## src/rtl/bug_log_pkg.sv

```systemverilog
// Shared types and sizes for the bug-result logger: log entry layout, FSM states,
// and a saturating-increment helper for the event/drop counters.
package bug_log_pkg;

   localparam int unsigned RES_W     = 5;
   localparam int unsigned TS_W      = 16;
   localparam int unsigned LOG_DEPTH = 8;
   localparam int unsigned CNT_W     = 16;
   localparam int unsigned LVL_W     = $clog2(LOG_DEPTH) + 1;

   typedef struct packed {
      logic [RES_W-1:0] result;
      logic [TS_W-1:0]  ts;
   } log_entry_t;

   typedef enum logic {
      ARM   = 1'b0,
      TRACK = 1'b1
   } state_e;

   function automatic logic [CNT_W-1:0] sat_inc(input logic [CNT_W-1:0] v);
      return (v == '1) ? v : v + CNT_W'(1);
   endfunction

endpackage

```

## src/rtl/bug_result_logger_if.sv

```systemverilog
// Host-facing bus of the bug-result logger: sample input, drain port, status.
interface bug_result_logger_if;
   import bug_log_pkg::*;

   logic             clear;
   logic             in_valid;
   logic [RES_W-1:0] in_result;
   logic             out_valid;
   logic             out_ready;
   logic [RES_W-1:0] out_result;
   logic [TS_W-1:0]  out_ts;
   logic [LVL_W-1:0] level;
   logic [CNT_W-1:0] evt_count;
   logic [CNT_W-1:0] drop_count;
   logic             overflow;

   modport master (
      output clear, in_valid, in_result, out_ready,
      input  out_valid, out_result, out_ts, level, evt_count, drop_count, overflow
   );

   modport slave (
      input  clear, in_valid, in_result, out_ready,
      output out_valid, out_result, out_ts, level, evt_count, drop_count, overflow
   );

endinterface

```

## src/rtl/bug_log_fifo.sv

```systemverilog
// First-word-fall-through sync FIFO of log entries with a registered head and
// synchronous flush. Pop is ignored while empty; push while full is accepted only with a pop.
module bug_log_fifo
   import bug_log_pkg::*;
#(
   parameter int unsigned DEPTH = LOG_DEPTH
) (
   input  logic                   clk,
   input  logic                   rst,
   input  logic                   flush_i,
   input  logic                   push_i,
   input  log_entry_t             data_i,
   input  logic                   pop_i,
   output log_entry_t             head_o,
   output logic                   valid_o,
   output logic [$clog2(DEPTH):0] level_o
);

   localparam int unsigned PTR_W  = $clog2(DEPTH);
   localparam int unsigned FLVL_W = PTR_W + 1;

   log_entry_t              mem_q [DEPTH];
   logic       [PTR_W-1:0]  rd_ptr_q, rd_ptr_d;
   logic       [PTR_W-1:0]  wr_ptr_q, wr_ptr_d;
   logic       [FLVL_W-1:0] level_q, level_d;
   log_entry_t              head_q, head_d;
   logic                    valid_q, valid_d;
   logic                    do_pop_c, do_push_c, full_c, we_c;

   // Next-state: pointers and occupancy, plus the head register kept one step ahead of the array
   always_comb begin
      full_c    = (level_q == FLVL_W'(DEPTH));
      do_pop_c  = pop_i && valid_q;
      do_push_c = push_i && (!full_c || do_pop_c);
      we_c      = do_push_c && !flush_i;
      level_d   = level_q + FLVL_W'(do_push_c) - FLVL_W'(do_pop_c);
      rd_ptr_d  = rd_ptr_q + PTR_W'(do_pop_c);
      wr_ptr_d  = wr_ptr_q + PTR_W'(do_push_c);
      head_d    = head_q;
      if (do_pop_c) begin
         if (level_q >= FLVL_W'(2)) head_d = mem_q[rd_ptr_d];
         else if (do_push_c)        head_d = data_i;
         else                       head_d = '0;
      end else if (!valid_q && do_push_c) begin
         head_d = data_i;
      end
      valid_d = (level_d != '0);
      if (flush_i) begin
         level_d  = '0;
         rd_ptr_d = '0;
         wr_ptr_d = '0;
         head_d   = '0;
         valid_d  = 1'b0;
      end
   end

   always_ff @(posedge clk or negedge rst) begin
      if (!rst) begin
         rd_ptr_q <= '0;
         wr_ptr_q <= '0;
         level_q  <= '0;
         head_q   <= '0;
         valid_q  <= 1'b0;
      end else begin
         rd_ptr_q <= rd_ptr_d;
         wr_ptr_q <= wr_ptr_d;
         level_q  <= level_d;
         head_q   <= head_d;
         valid_q  <= valid_d;
      end
   end

   // Storage array needs no reset; occupancy tracking guards every read
   always_ff @(posedge clk) begin
      if (we_c) mem_q[wr_ptr_q] <= data_i;
   end

   assign head_o  = head_q;
   assign valid_o = valid_q;
   assign level_o = level_q;

endmodule

```

## src/rtl/bug_result_logger.sv

```systemverilog
// Logs every change of the bug-evaluation result with a cycle timestamp into a FIFO.
// Build option BUG_LOG_NONZERO_FILTER_EN: changes to result 0 are tracked but not logged.
module bug_result_logger
   import bug_log_pkg::*;
(
   input  logic                clk,
   input  logic                rst,
   bug_result_logger_if.slave  bus
);

   state_e           state_q, state_d;
   logic [TS_W-1:0]  ts_q;
   logic [RES_W-1:0] last_q;
   logic [CNT_W-1:0] evt_q, drop_q;
   logic             ovf_q;

   logic             event_c, pop_c, full_c, drop_c, push_c;
   log_entry_t       entry_c, head;
   logic             fifo_valid;
   logic [LVL_W-1:0] fifo_level;

   always_ff @(posedge clk or negedge rst) begin
      if (!rst) state_q <= ARM;
      else      state_q <= state_d;
   end

   always_comb begin
      state_d = state_q;
      if (bus.clear)                            state_d = ARM;
      else if (bus.in_valid && state_q == ARM)  state_d = TRACK;
   end

   // Event decode: first sample after arming always counts, later only on change
   always_comb begin
      event_c = 1'b0;
      if (bus.in_valid && !bus.clear) begin
         case (state_q)
            ARM:     event_c = 1'b1;
            TRACK:   event_c = (bus.in_result != last_q);
            default: event_c = 1'b0;
         endcase
`ifdef BUG_LOG_NONZERO_FILTER_EN
         if (bus.in_result == '0) event_c = 1'b0;
`endif
      end
   end

   always_comb begin
      pop_c          = fifo_valid && bus.out_ready;
      full_c         = (fifo_level == LVL_W'(LOG_DEPTH));
      drop_c         = event_c && full_c && !pop_c;
      push_c         = event_c && !drop_c;
      entry_c.result = bus.in_result;
      entry_c.ts     = ts_q;
   end

   always_ff @(posedge clk or negedge rst) begin
      if (!rst) begin
         ts_q   <= '0;
         last_q <= '0;
         evt_q  <= '0;
         drop_q <= '0;
         ovf_q  <= 1'b0;
      end else if (bus.clear) begin
         ts_q   <= '0;
         last_q <= '0;
         evt_q  <= '0;
         drop_q <= '0;
         ovf_q  <= 1'b0;
      end else begin
         ts_q <= ts_q + TS_W'(1);
         if (bus.in_valid) last_q <= bus.in_result;
         if (push_c)       evt_q  <= sat_inc(evt_q);
         if (drop_c) begin
            drop_q <= sat_inc(drop_q);
            ovf_q  <= 1'b1;
         end
      end
   end

   bug_log_fifo #(.DEPTH(LOG_DEPTH)) u_fifo (
      .clk     (clk),
      .rst     (rst),
      .flush_i (bus.clear),
      .push_i  (push_c),
      .data_i  (entry_c),
      .pop_i   (bus.out_ready),
      .head_o  (head),
      .valid_o (fifo_valid),
      .level_o (fifo_level)
   );

   assign bus.out_valid  = fifo_valid;
   assign bus.out_result = head.result;
   assign bus.out_ts     = head.ts;
   assign bus.level      = fifo_level;
   assign bus.evt_count  = evt_q;
   assign bus.drop_count = drop_q;
   assign bus.overflow   = ovf_q;

endmodule

```

## src/flat_wrapper.sv

```systemverilog
// flat-port wrapper written by rule: the top's interface ports become plain ports
module bug_result_logger_flat import bug_log_pkg::*;
  (clk, rst, bus_clear, bus_in_valid, bus_in_result, bus_out_ready, bus_out_valid, bus_out_result, bus_out_ts, bus_level, bus_evt_count, bus_drop_count, bus_overflow);
  bug_result_logger_if bus_i ();
  input  logic clk;
  input  logic rst;
  input wire logic [$bits(bus_i.clear)-1:0] bus_clear;
  input wire logic [$bits(bus_i.in_valid)-1:0] bus_in_valid;
  input wire logic [$bits(bus_i.in_result)-1:0] bus_in_result;
  input wire logic [$bits(bus_i.out_ready)-1:0] bus_out_ready;
  output wire logic [$bits(bus_i.out_valid)-1:0] bus_out_valid;
  output wire logic [$bits(bus_i.out_result)-1:0] bus_out_result;
  output wire logic [$bits(bus_i.out_ts)-1:0] bus_out_ts;
  output wire logic [$bits(bus_i.level)-1:0] bus_level;
  output wire logic [$bits(bus_i.evt_count)-1:0] bus_evt_count;
  output wire logic [$bits(bus_i.drop_count)-1:0] bus_drop_count;
  output wire logic [$bits(bus_i.overflow)-1:0] bus_overflow;
  assign bus_i.clear = bus_clear;
  assign bus_i.in_valid = bus_in_valid;
  assign bus_i.in_result = bus_in_result;
  assign bus_i.out_ready = bus_out_ready;
  assign bus_out_valid = bus_i.out_valid;
  assign bus_out_result = bus_i.out_result;
  assign bus_out_ts = bus_i.out_ts;
  assign bus_level = bus_i.level;
  assign bus_evt_count = bus_i.evt_count;
  assign bus_drop_count = bus_i.drop_count;
  assign bus_overflow = bus_i.overflow;
  bug_result_logger u_core (.clk(clk), .rst(rst), .bus(bus_i));
endmodule
```

## config.mk

```make
export PLATFORM = sky130hd
export DESIGN_NAME = bug_result_logger_flat
export DESIGN_NICKNAME = d
export VERILOG_FILES = /design/src/rtl/bug_log_pkg.sv /design/src/rtl/bug_result_logger_if.sv /design/src/rtl/bug_log_fifo.sv /design/src/rtl/bug_result_logger.sv /design/src/flat_wrapper.sv
export SDC_FILE = /design/constraint.sdc
export NUM_CORES = 1
export LEC_CHECK = 0
export CAP_MARGIN = 20
export CORE_MARGIN = 4
export CORE_UTILIZATION = 59
export DETAILED_ROUTE_END_ITERATION = 8
export GPL_ROUTABILITY_DRIVEN = 0
export PLACE_DENSITY = 0.8
export SLEW_MARGIN = 20
export SYNTH_ARGS = -nofsm -noshare
export SYNTH_HDL_FRONTEND = slang
export SYNTH_SLANG_ARGS = --single-unit
```

## constraint.sdc

```tcl
create_clock -name clk -period 5.9 [get_ports clk]
set_clock_uncertainty 0.1 [all_clocks]
set_input_delay 1.18 -clock clk [delete_from_list [all_inputs] [get_ports clk]]
set_output_delay 1.18 -clock clk [all_outputs]
set_load 0.02 [all_outputs]
```

==> impl_metrics.py, run 1 <==
metrics = {
    "run_status": {
        "status": "finished clean",
    },
    "layout": {
        "syn2layout_area_growth_pct": 18.21,
        "layout-drive-gt1-share_pct": 17.49,
        "num-fill-cells": 1035,
        "diodes": 0,
        "nets": 769,
    },
    "clock_tree": {
        "cts_buffers": 26,
        "tritoncts": "done",
        "clockBufferDepth": 3,
        "postCtsSetupBuffers": 0,
        "cts-root-buf": "clkbuf_16",
        "htree_levels": 1,
        "clk_pin_slew_ns": 0.06,
        "cts_resized": 0,
        "clk_latency_ns": 0.52,
        "cts-hold-fix-buffers": 0,
        "cts_sinks": 255,
    },
    "yosys": {
        "ys_ff_latch": 255,
        "avgSynthCellArea_um2": 15.91,
        "synth_fa_ha_area_share_pct": 1.601,
        "async_flop_share_pct": 34.12,
        "synth_enable_flop_cells": 168,
        "synthTopCellsByArea": "edfxtp_1 47%, dfrtp_1 20%, mux4_2 8.9%, a221o_1 2.0%, a22o_1 1.7%",
        "yosysTopAreaCell": "edfxtp_1",
        "synth_top_area_share_pct": 47.46,
        "synth_area_um2": 10630,
        "syn-instance-count": 668,
        "synth_xor_area_share_pct": 1.483,
        "ys_warn_count": 0,
        "yosysSeqAreaShare_pct": 67.94,
        "syn-num-nets": 691,
        "synth_flop_cell": "edfxtp_1",
        "synthMuxAreaShare_pct": 10.78,
        "synth-compound-area-share_pct": 7.180,
        "ys_types": 51,
        "synth_simple_gate_area_share_pct": 9.110,
        "synth_top_family_by_area": "multiplexers",
    },
    "die": {
        "std_cell_rows": 48,
        "die_area_um2": 20230,
        "coreArea_um2": 17480,
        "ios": 69,
        "fp.dieH_um": 142.2,
        "start_util_pct": 60.82,
        "die_w_um": 142.2,
    },
    "drt": {
        "route.detailed.drc": 0,
        "vias_per_cell": 6.602,
        "vias": 6543,
        "routedWlPerCell_um": 24.62,
        "drt_wl_total_um": 24400,
        "initialDrtViolationCount": 615,
        "ant_nets": 0,
        "drt-pass1-iter-count": 7,
    },
    "global_route": {
        "grt_pass1_vias": 6975,
        "grt_max_degree": 66,
        "antenna_found_initial": 0,
        "grt-ovfl-total": 0,
        "grt.total_usage_pct": 24.70,
        "grt_pass1_wl_um": 38810,
    },
    "placed_design": {
        "hpwl_um": 13730,
        "dpl_worst_slack_ns": 1.305,
        "port_buffers": 68,
    },
    "worst_setup_path": {
        "worstReg2RegEnd": "u_core.u_fifo.head_o[17]$_DFFE_PN0P_",
        "ff2ff_path_depth": 7,
        "worst_ep_required_time_ns": 6.18,
        "setup.worst_path.end": "u_core.u_fifo.valid_o$_DFF_PN0_",
        "worst_ep_arrival_time_ns": 4.44,
        "start_kind": "input port",
        "crit_path_end_kind": "register",
        "cp_max_fo": 13,
        "crit_type": "input port to register",
        "critPathLaunch": "bus_in_result[0]",
        "reg2reg_from": "u_core.u_fifo.valid_o$_DFF_PN0_",
        "regToRegSetupSlack_ns": 2.66,
    },
    "run": {
        "drv_cap": 0,
    },
    "timing": {
        "finalSetupViolations": 0,
        "drv_slew": 0,
        "rsz0062_at_grt": "no",
        "post-route-period-util_pct": 70.49,
        "finalHoldViolCount": 0,
        "tightest_slew_ns": 0.8492,
        "fin_crit_ns": 4.159,
        "fin_ws_ns": 1.741,
        "max_slew_margin_pct": 43.39,
        "fmax_mhz": 240.4,
        "fin_setup_tns_ns": 0,
    },
    "power": {
        "power.leakage_nw": 4.521,
        "switchingPower_w": 0.001168,
        "clockPowerShare_pct": 36.3,
        "seqPwrFrac_pct": 44.8,
        "swShare_pct": 25.51,
        "pwr_density_cell_nw_per_um2": 364.6,
        "p_comb_share_pct": 18.9,
        "internal_power_w": 0.003412,
        "peakVddDrop_mv": 0.2802,
    },
    "worst_hold_path": {
        "hold_path.class": "register to register",
    },
}
## layout make-up
class                           count  area, µm²  area share, %
Inverter                           12      45.04         0.3585
Clock inverter                      7      90.09         0.7169
Multi-Input combinational cell    364       3311          26.35
Timing Repair Buffer               87      828.3          6.592
Clock buffer                       41      788.3          6.273
Sequential cell                   255       7222          57.47
Tap cell                          225      281.5          2.240
## cells by family (layout without fill, tap and decap cells)
| family | after synthesis | after routing |
|---|---|---|
| flip-flops | 255 | 255 |
| AND/OR/NAND/NOR | 174 | 174 |
| AO/OA/AOI/OAI | 98 | 98 |
| multiplexers | 61 | 61 |
| buffers and inverters | 49 | 147 |
| XOR/XNOR | 18 | 18 |
| adder cells (fa/ha/maj) | 13 | 13 |
## per-stage QoR
stage | hold WS, ns | instance area [µm²] | util (%) | cells | power (W)
floorplan | 0.3731 | 10630 | - | 668 | 0.002655
global placement | 0.3939 | 11680 | 66.82 | 943 | 0.002917
detailed placement | 0.4012 | 11680 | 66.82 | 943 | 0.002952
CTS | 0.4152 | 12560 | 71.85 | 991 | 0.004609
global route | 0.4232 | 12570 | 71.90 | 991 | 0.004763
finish | 0.4095 | 12570 | 71.90 | 991 | 0.004581
## worst max-delay path, cell delays in order
cell,delay [ns]
clkdlybuf4s50_1,0.61
xnor2_1,0.35
and4_1,0.32
a21o_1,0.37
nand2_1,0.18
o21ai_0,0.13
ha_1,0.22
fa_1,0.40
nor2b_1,0.15
or4_1,0.53
## flip-flops by register name, indices dropped and copies added (netlist names)
name and cells:
u_core.u_fifo.rd_ptr_q 3, u_core.ts_q 16, u_core.bus.evt_count 16, u_core.u_fifo.head_o 21
u_core.bus.overflow 1, u_core.state_q 1, u_core.bus.drop_count 16, u_core.u_fifo.wr_ptr_q 3
u_core.u_fifo.valid_o 1, u_core.u_fifo.level_o 4, u_core.u_fifo.mem_q 168, u_core.last_q 5
## Yosys cell counts (6+ instances only)
master	number
a21oi_1	21
a221o_1	21
a22o_1	21
and2_1	8
buf_2	9
clkbuf_1	24
dfrtp_1	87
edfxtp_1	168
ha_1	12
inv_1	11
mux2_2	8
mux2i_1	11
mux4_2	42
nand2_1	29
nand3_1	14
nand4_1	18
nor2_1	33
nor2b_1	16
nor3_1	7
nor4_1	10
nor4b_1	6
o21ai_0	10
or3_1	9
xnor2_1	11
xor2_1	7
## layout by cell type, fill, tap and decap left out, types with 14 or more instances in the layout
cell / n
a21oi_1: 21
a221o_1: 21
a22o_1: 21
buf_4: 19
clkbuf_16: 27
clkdlybuf4s50_1: 66
dfrtp_1: 87
edfxtp_1: 168
mux4_2: 42
nand2_1: 29
nand3_1: 14
nand4_1: 18
nor2_1: 33
nor2b_1: 16
## worst min path at each step
stage | cells after the start | endpoint | from
CTS | 1 | u_core.u_fifo.head_o[11]$_DFFE_PN0P_ | u_core.u_fifo.head_o[11]$_DFFE_PN0P_
global route | 1 | u_core.u_fifo.head_o[7]$_DFFE_PN0P_ | u_core.u_fifo.head_o[7]$_DFFE_PN0P_
global placement | 2 | u_core.state_q$_DFFE_PN0P_ | u_core.state_q$_DFFE_PN0P_
finish | 1 | u_core.u_fifo.head_o[11]$_DFFE_PN0P_ | u_core.u_fifo.head_o[11]$_DFFE_PN0P_
detailed placement | 1 | u_core.u_fifo.head_o[11]$_DFFE_PN0P_ | u_core.u_fifo.head_o[11]$_DFFE_PN0P_
floorplan | 2 | u_core.state_q$_DFFE_PN0P_ | u_core.state_q$_DFFE_PN0P_
## power groups by stage
stage	Sequential [W]	Combinational, W	Clock (W)
floorplan	0.00213	0.000522	0
global placement	0.00208	0.000838	0
detailed placement	0.00208	0.000868	0
CTS	0.00205	0.000877	0.00168
global route	0.00206	0.000936	0.00177
finish	0.00205	0.000867	0.00166
## routing by layer
| metal | up-vias | share of wire, % | global-route usage [%] |
|---|---|---|---|
| met5 | - | 0 | 0 |
| met4 | 0 | 1.6 | 5.657 |
| met3 | 44 | 7.2 | 3.898 |
| met2 | 304 | 53 | 43.18 |
| met1 | 3372 | 39 | 33.10 |
| li1 | 2823 | - | - |
Power figures use the tool's default switching activity.
==> run 2: changes to the inputs <==
==> constraint.sdc (replaced) <==
create_clock -name clk -period 4.3 [get_ports clk]
set_clock_uncertainty 0.1 [all_clocks]
set_input_delay 0.86 -clock clk [delete_from_list [all_inputs] [get_ports clk]]
set_output_delay 0.86 -clock clk [all_outputs]
set_load 0.02 [all_outputs]
==> impl_metrics.py, run 2 (same netlist as run 1, synthesis figures left out) <==
metrics = {
    "run_status": {
        "status": "finished clean",
    },
    "drt": {
        "route.detailed.drc": 0,
        "drt_wl_total_um": 24440,
        "ant_nets": 0,
        "initialDrtViolationCount": 479,
        "vias": 6600,
        "routedWlPerCell_um": 24.59,
        "vias_per_cell": 6.640,
        "drt-pass1-iter-count": 5,
    },
    "clock_tree": {
        "cts-hold-fix-buffers": 0,
        "clk_pin_slew_ns": 0.06,
        "cts_sinks": 255,
        "clk_latency_ns": 0.52,
        "cts-root-buf": "clkbuf_16",
        "tritoncts": "done",
        "clockBufferDepth": 3,
        "htree_levels": 1,
        "postCtsSetupBuffers": 0,
        "cts_buffers": 26,
        "cts_resized": 0,
    },
    "global_route": {
        "antenna_found_initial": 0,
        "grt-ovfl-total": 0,
        "grt_pass1_vias": 6881,
        "grt_max_degree": 70,
        "grt_pass1_wl_um": 38770,
        "grt.total_usage_pct": 24.82,
    },
    "layout": {
        "fin_util_pct": 71.78,
        "mostFrequentLayoutCell": "edfxtp_1",
        "layout-drive-gt1-share_pct": 17.95,
        "diodes": 0,
        "num-fill-cells": 1052,
        "seqCellArea_um2": 7222,
        "multiInputGateArea_um2": 3311,
        "nets": 772,
        "syn2layout_area_growth_pct": 18.01,
        "final_area_um2": 12540,
        "largest_reg_flops": 168,
        "top_register": "u_core.u_fifo.mem_q",
        "layout_common_cells": "168 x edfxtp_1, 87 x dfrtp_1, 66 x clkdlybuf4s50_1",
    },
    "worst_setup_path": {
        "regToRegSetupSlack_ns": 1.19,
        "crit_type": "input port to register",
        "crit_family": "simple AND/OR/NAND/NOR gates",
        "critPathLaunch": "bus_in_result[0]",
        "reg2reg_from": "u_core.u_fifo.level_o[2]$_DFF_PN0_",
        "worstReg2RegEnd": "u_core.u_fifo.valid_o$_DFF_PN0_",
        "critical_path_buf_inv_count": 1,
        "crit_top_cell": "xnor2_1",
        "cp_max_fo": 11,
        "start_kind": "input port",
        "crit_path_end_kind": "register",
        "critical-path-slowest-cell": "clkdlybuf4s50_1",
        "critPathMaxStageDelay_ns": 0.69,
        "ff2ff_path_depth": 11,
        "worst_ep_required_time_ns": 4.59,
        "path_cells": "clkdlybuf4s50_1, xnor2_1, and4_1, a21o_1, nand2_1, o21ai_0, ha_1, fa_1, xnor2_1, nor2_1, or4_1",
        "worst_ep_arrival_time_ns": 3.81,
    },
    "worst_hold_path": {
        "hold_path.class": "input port to asynchronous set/reset pin",
    },
    "placed_design": {
        "hpwl_um": 13820,
        "dpl_worst_slack_ns": 0.3001,
        "post_dp_cell_area_um2": 11710,
        "port_buffers": 68,
    },
    "timing": {
        "post-route-period-util_pct": 81.85,
        "finalHoldViolCount": 0,
        "finalSetupViolations": 0,
        "tightest_slew_ns": 0.9807,
        "fmax_mhz": 284.1,
        "fin_crit_ns": 3.520,
        "max_slew_margin_pct": 34.62,
        "fin_ws_ns": 0.7804,
        "fin_setup_tns_ns": 0,
        "rsz0062_at_grt": "no",
        "drv_slew": 0,
    },
    "power": {
        "p_comb_share_pct": 19.5,
        "power.leakage_nw": 4.527,
        "swShare_pct": 26.16,
        "seqPwrFrac_pct": 45.5,
        "peakVddDrop_mv": 0.2892,
        "clockPowerShare_pct": 35.0,
        "switchingPower_w": 0.001618,
        "pwr_density_cell_nw_per_um2": 493.1,
        "internal_power_w": 0.004568,
    },
    "die": {
        "die_w_um": 142.2,
        "coreArea_um2": 17480,
        "die_area_um2": 20230,
        "ios": 69,
        "fp.dieH_um": 142.2,
        "start_util_pct": 60.82,
        "std_cell_rows": 48,
    },
    "run": {
        "drv_cap": 0,
    },
}
-- run 2: changes by cell type in the layout (fill, tap and decap cells not counted), sizes merged --
cell | before | now
bufinv | 2 | 1
clkbuf | 41 | 35
buf | 21 | 24
clkinvlp | 3 | 1
inv | 11 | 12
clkinv | 3 | 11
-- run 2: worst register-to-register path, delay by kind of cell, from the launching register on --
family                     cells  cell delay (ns)
AOI/OAI and AO/OA              3             0.38
xor gates and xnor gates       1             0.17
adders and majority gates      3             0.77
buffers and inverters          1             0.13
DFF                            1             0.42
and+or+nand+nor                3             0.99
-- run 2: area by class of cell --
class | instances | area share (%)
clock inverters | 13 | 0.7680
flip-flops and latches | 255 | 57.57
well taps | 225 | 2.244
multi-input cells | 364 | 26.39
repair buffers | 90 | 6.882
clock buffers | 35 | 5.785
inverters | 12 | 0.3591
-- run 2: power groups by stage --
stage / Sequential [W] / Clock (W) / Combinational [W]
2_1_floorplan: 0.00293 / 0 / 0.000717
3_3_place_gp: 0.00285 / 0 / 0.00117
3_5_place_dp: 0.00286 / 0 / 0.00121
4_1_cts: 0.00282 / 0.00219 / 0.00122
5_1_grt: 0.00283 / 0.00231 / 0.00130
6_report: 0.00281 / 0.00216 / 0.00121
-- run 2: how the worst max path moves through the flow --
stage	cells after the start	slack [ns]	end
floorplan	6	-0.24	u_core.u_fifo.mem_q[2][0]$_DFFE_PP_
global placement	11	0.40	u_core.u_fifo.valid_o$_DFF_PN0_
detailed placement	11	0.30	u_core.u_fifo.valid_o$_DFF_PN0_
CTS	11	0.82	u_core.u_fifo.valid_o$_DFF_PN0_
global route	11	0.62	u_core.u_fifo.valid_o$_DFF_PN0_
finish	11	0.78	u_core.u_fifo.valid_o$_DFF_PN0_
-- run 2: metal layers --
| metal | vias up | track usage (%) | routed length [µm] |
|---|---|---|---|
| met5 | - | 0 | 0 |
| met4 | 0 | 7.020 | 497 |
| met3 | 46 | 3.629 | 1665 |
| met2 | 325 | 42.16 | 12690 |
| met1 | 3414 | 34.03 | 9590 |
| li1 | 2815 | - | - |
-- run 2: stage by stage --
stage	total power [W]	std cells	hold WS, ns
finish	0.006186	994	0.3706
CTS	0.006227	994	0.4115
detailed placement	0.004072	946	0.3934
floorplan	0.003643	668	0.3731
global placement	0.004028	946	0.3891
global route	0.006440	994	0.4306
